## config.mk

```make
export PLATFORM = sky130hd
export DESIGN_NAME = alu
export DESIGN_NICKNAME = d
export VERILOG_FILES = /design/src/rtl/alu.sv
export SDC_FILE = /design/constraint.sdc
export NUM_CORES = 1
export LEC_CHECK = 0
export ABC_AREA = 1
export CORE_ASPECT_RATIO = 0.7
export CORE_MARGIN = 3
export CORE_UTILIZATION = 58
export CTS_CLUSTER_DIAMETER = 100
export DETAILED_ROUTE_END_ITERATION = 8
export GPL_TIMING_DRIVEN = 1
export PLACE_DENSITY_LB_ADDON = 0.12
export SYNTH_ARGS = -nofsm -noshare
export SYNTH_HDL_FRONTEND = slang
export SYNTH_SLANG_ARGS = --single-unit
```

## constraint.sdc

```tcl
create_clock -name clk -period 0.9 [get_ports clk]
set_input_delay 0.18 -clock clk [delete_from_list [all_inputs] [get_ports clk]]
set_output_delay 0.18 -clock clk [all_outputs]
set_load 0.005 [all_outputs]
```

## src/rtl/alu.sv

```systemverilog
// Registered N-bit ALU: add/sub, bitwise logic and shifts, with NZCV flags.
// Inputs are computed combinationally and captured into r/f on every rising edge.
module alu #(
  parameter int N = 4
) (
  input  logic         clk,
  input  logic         rst_n,
  input  logic [N-1:0] a,
  input  logic [N-1:0] b,
  input  logic [2:0]   uc,
  output logic [N-1:0] r,
  output logic [3:0]   f
);

  localparam logic [2:0] OP_ADD = 3'b000;
  localparam logic [2:0] OP_SUB = 3'b001;
  localparam logic [2:0] OP_AND = 3'b010;
  localparam logic [2:0] OP_OR  = 3'b011;
  localparam logic [2:0] OP_XOR = 3'b100;
  localparam logic [2:0] OP_SLL = 3'b101;
  localparam logic [2:0] OP_SRL = 3'b110;
  localparam logic [2:0] OP_SRA = 3'b111;

  localparam logic [N-1:0] WIDTH = N'(N);

  logic [N:0]   sum;
  logic [N:0]   diff;
  logic [N-1:0] sll_res;
  logic [N-1:0] srl_res;
  logic [N-1:0] sra_res;
  logic         shl_c;
  logic         shr_c;
  logic         sra_c;
  logic         wide_shift;

  logic [N-1:0] r_nxt;
  logic         c_nxt;
  logic         v_nxt;

  // Bit N of the extended difference is the borrow out.
  assign sum  = {1'b0, a} + {1'b0, b};
  assign diff = {1'b0, a} - {1'b0, b};

  assign sll_res    = a << b;
  assign srl_res    = a >> b;
  assign sra_res    = N'($signed(a) >>> b);
  assign wide_shift = (b > WIDTH);

  // Last bit shifted out: for a left shift by k it is a[N-k], for a right
  // shift by k it is a[k-1]; k outside 1..N leaves the carry at 0.
  always_comb begin
    shl_c = 1'b0;
    shr_c = 1'b0;
    for (int i = 0; i < N; i++) begin
      if (b == N'(N - i)) shl_c = a[i];
      if (b == N'(i + 1)) shr_c = a[i];
    end
  end

  // Shifting an arithmetic value past its width keeps pushing the sign bit out.
  assign sra_c = wide_shift ? a[N-1] : shr_c;

  // NOTE: every output of this block gets a default first so that no path
  // through the case statement can leave a variable unassigned (no latches).
  always_comb begin
    r_nxt = '0;
    c_nxt = 1'b0;
    v_nxt = 1'b0;
    case (uc)
      OP_ADD: begin
        r_nxt = sum[N-1:0];
        c_nxt = sum[N];
        v_nxt = (a[N-1] == b[N-1]) && (sum[N-1] != a[N-1]);
      end
      OP_SUB: begin
        r_nxt = diff[N-1:0];
        c_nxt = ~diff[N];
        v_nxt = (a[N-1] != b[N-1]) && (diff[N-1] != a[N-1]);
      end
      OP_AND: r_nxt = a & b;
      OP_OR:  r_nxt = a | b;
      OP_XOR: r_nxt = a ^ b;
      OP_SLL: begin
        r_nxt = sll_res;
        c_nxt = shl_c;
      end
      OP_SRL: begin
        r_nxt = srl_res;
        c_nxt = shr_c;
      end
      OP_SRA: begin
        r_nxt = sra_res;
        c_nxt = sra_c;
      end
      default: begin
        r_nxt = '0;
        c_nxt = 1'b0;
        v_nxt = 1'b0;
      end
    endcase
  end

  // NOTE: sequential state uses non-blocking assignments so every register
  // samples the pre-edge values regardless of statement order.
  always_ff @(posedge clk or negedge rst_n) begin
    if (!rst_n) begin
      r <= '0;
      f <= '0;
    end else begin
      r <= r_nxt;
      f <= {r_nxt[N-1], ~|r_nxt, c_nxt, v_nxt};
    end
  end

endmodule

```

==> results of run 1 <==
## kinds of logic after synthesis
kind of cell               synth area share [%]
AOI/OAI and AO/OA                          9.61
DFF                                        13.9
xor gates and xnor gates                   2.08
buffers and inverters                      11.9
and+or+nand+nor                            47.5
adders and majority gates                  15.1
## metrics by stage
step / setup TNS, ns / hold WS (ns)
global placement: -7.96 / 0.440
detailed placement: -8.75 / 0.453
floorplan: -3.24 / -0.116
==> reports/results.ini, run 1 <==
[logic_synthesis]
seq_area_frac_synth_pct=13.9
synth_top_area_share_pct=17.2
post-synth-top-area-cell=nand2_1
yosys.cell_count.top_type=nand2_1
ys_async_sr_fraction_pct=100
synth_edf_count=0
yosys-top-cells-count=nand2_1, nand3_1, nor2_1
synthCells=213
syn-cell-area_sq_um=1260
yosys-top-cells-area=nand2_1, dfrtp_1, ha_1, nand3_1, nor2_1
yosysUniqueCellTypes=32
synthFlopType=dfrtp_1
synth_area_per_cell_sq_um=5.93
synth-seq-cells=7
synth_nets=240
yosysWarnings=0

[clock_tree]
cts_max_level=1
cts_buffers=3
cts_root_buf=clkbuf_4
cts_buffer_depth=2
ctsResizeCount=112
postCtsHoldBufs=0
postCtsSetupRepairBufs=5
clock-sinks=7

[placement]
postPlaceCellArea_sq_um=1780
portBuffers=20
pre_cts_ws_ns=-1.24
place_congestion=0.952
placedCellCount=287
place_hpwl_microns=3900

[floorplan]
die_width_microns=61.8
row_count=13
start_util_pct=64.7
die_h_microns=45.0
io_pins=21

[run_status]
error=[ERROR DPL-0033] detailed placement checks failed during check placement.
status=aborted with a tool error
stop_stage=4_1_cts

==> run 2, diff against run 1 <==
==> config.mk (replaced) <==
export PLATFORM = sky130hd
export DESIGN_NAME = alu
export DESIGN_NICKNAME = d
export VERILOG_FILES = /design/src/rtl/alu.sv
export SDC_FILE = /design/constraint.sdc
export NUM_CORES = 1
export LEC_CHECK = 0
export ABC_AREA = 1
export CORE_AREA = 3 3 64 66
export DETAILED_ROUTE_END_ITERATION = 8
export DIE_AREA = 0 0 67 69
export GPL_TIMING_DRIVEN = 1
export PLACE_DENSITY_LB_ADDON = 0.15
export SYNTH_ARGS = -nofsm -noshare
export SYNTH_HDL_FRONTEND = slang
export SYNTH_SLANG_ARGS = --single-unit
==> reports/results.ini, run 2 <==
[run_status]
status=complete, but fails checks
violations=setup timing

[floorplan]
core_area_sq_um=3630
io_pins=21  ; unchanged
die_width_microns=67  ; +8.5%
die-area_sq_um=4620
start_util_pct=34.7  ; -30 points
die_h_microns=69  ; +53%
row_count=22  ; +9

[logic_synthesis]
synthFlopType=dfrtp_1
post-synth-top-area-cell=nand2_1
synth_nets=240  ; unchanged
seq_area_frac_synth_pct=13.9  ; unchanged
yosys.cell_count.top_type=nand2_1
synth_area_per_cell_sq_um=5.93  ; unchanged
synth-seq-cells=7  ; unchanged
yosysUniqueCellTypes=32  ; unchanged
synthCells=213  ; unchanged
syn-cell-area_sq_um=1260  ; unchanged
yosys-top-cells-area=nand2_1, dfrtp_1, ha_1, nand3_1, nor2_1
synth_edf_count=0  ; unchanged
yosysWarnings=0  ; unchanged
ys_async_sr_fraction_pct=100  ; unchanged
synth_top_area_share_pct=17.2  ; unchanged
yosys-top-cells-count=nand2_1, nand3_1, nor2_1

[sta]
max_slew.worst_pin.slew_ns=0.284
finalSetupViolCount=7
rsz0062_at_grt=true
min_period_ns=1.34
tns_ns=-2.50
min_period_over_period_pct=149
setup_slack_ns=-0.439
relSlewSlack_pct=81.0
slew_violations=0
hold_viol=0
hold_ws_ns=0.200
max_freq_mhz=747

[placement]
placedCellCount=317  ; +10%
pre_cts_ws_ns=-1.21  ; +0.0337 ns
postPlaceCellArea_sq_um=1840  ; +3.5%
portBuffers=20  ; unchanged
place_hpwl_microns=3180  ; -18%
place_congestion=0.893  ; -6.2%

[clock_tree]
postCtsHoldBufs=0  ; unchanged
clk_pin_slew_ns=0.04
cts_buffers=3  ; unchanged
cts_max_level=1  ; unchanged
cts_root_buf=clkbuf_8
clock-sinks=7  ; unchanged
cts_buffer_depth=2  ; unchanged
cts_tree=done

[routing]
dr_total_vias=1612
viasPerCell=4.93
wl_met2_microns=1960
routedWlPerCell_microns=12.7
route.met3.wl_microns=286
routed_wl_microns=4160
drtIter0Drc=80
top_layer_used=met4
wl_met1_microns=1880
firstDrtPassIters=4
drc=0
drtAntennaViolNets=0

[global_route]
grt_usage_pct=18.5
grt-ovfl-total=0
grt_pass1_wl_microns=6700
grt_max_degree=11
grt_antenna_before_repair=0
grt_pass1_vias=1458

[pwr]
p_per_area_nw_per_um2=841
vdd_drop_max_mv=0.370
p_leak_nw=1.03
p_total_mw=1.72

[finish]
layout-drive-gt1-share_pct=42.7
area_delta_synth_final_pct=61.5
reg_top3=f (4), r (3)
largest_reg_flops=4
final_cells=327
layout_common_cells=nand2_1, buf_4, nand3_1, nor2_1
finalInstanceArea_sq_um=2040
diodes=0
nets=307
fin_util_pct=56.1
mostFrequentLayoutCell=nand2_1
top_register=f
nFillCells=369

[setup_path]
worstPathMaxFanout=3
worstSetupStartpointType=input pin
crit_arrival_ns=1.50
crit_type=input pin to flip-flop
end_kind=flip-flop
cp.required_ns=1.06

[min_path]
hold_path_class=input pin to async pin

[run]
maxCapViolations=0

[run 2: worst paths after layout]
kind / start / endpoint / slack [ns] / cells past startpoint
max: a[0] / f[2]$_DFF_PN0_ / -0.44 / 8
min: rst_n / f[2]$_DFF_PN0_ / 0.20 / 1
max in group asynchronous: rst_n / f[0]$_DFF_PN0_ / 0.48 / 1
min in group clk: a[3] / f[0]$_DFF_PN0_ / 0.50 / 4
[run 2: final cells by class]
cell class / count / area, sq um / area share (%)
multi-input cells: 172 / 1090 / 53.6
flip-flops and latches: 7 / 175 / 8.59
clock buffers: 4 / 45.0 / 2.21
well taps: 48 / 60.1 / 2.94
repair buffers: 69 / 539 / 26.4
inverters: 27 / 126 / 6.20
[run 2: repair_timing]
item                                    in CTS  in global routing
resized for setup                          107                 24
endpoints found under the setup margin      15                 10
pin swaps                                   30                 23
buffers inserted                             4                  3
[run 2: per-layer routing]
layer  vias up  GRT usage [%]
li1        820              -
met1       721           25.5
met2        67           30.1
met3         4           1.47
met4         0           5.86
met5         -              0
[run 2: power breakdown]
part	total [mW]	internal, mW	switching, mW
clock network	0.435	0.306	0.129
logic	0.918	0.437	0.480
registers	0.364	0.356	0.00802
[run 2: cell families (layout without fill, tap and decap cells)]
logic type	after synthesis	in the layout	synth area share [%]
buffers and inverters	34	100	11.9
xor gates and xnor gates	3	3	2.08
adders and majority gates	14	14	15.1
DFF	7	7	13.9
and+or+nand+nor	133	133	47.5
AOI/OAI and AO/OA	22	22	9.61
[run 2: critical path: stages]
cell     delay (ns)
buf_8          0.10
buf_4          0.14
ha_4           0.17
fa_2           0.39
or2_2          0.29
nand2_1        0.09
nand2_1        0.06
nor2_1         0.09
Note: power is estimated with default switching activity, not from simulation.
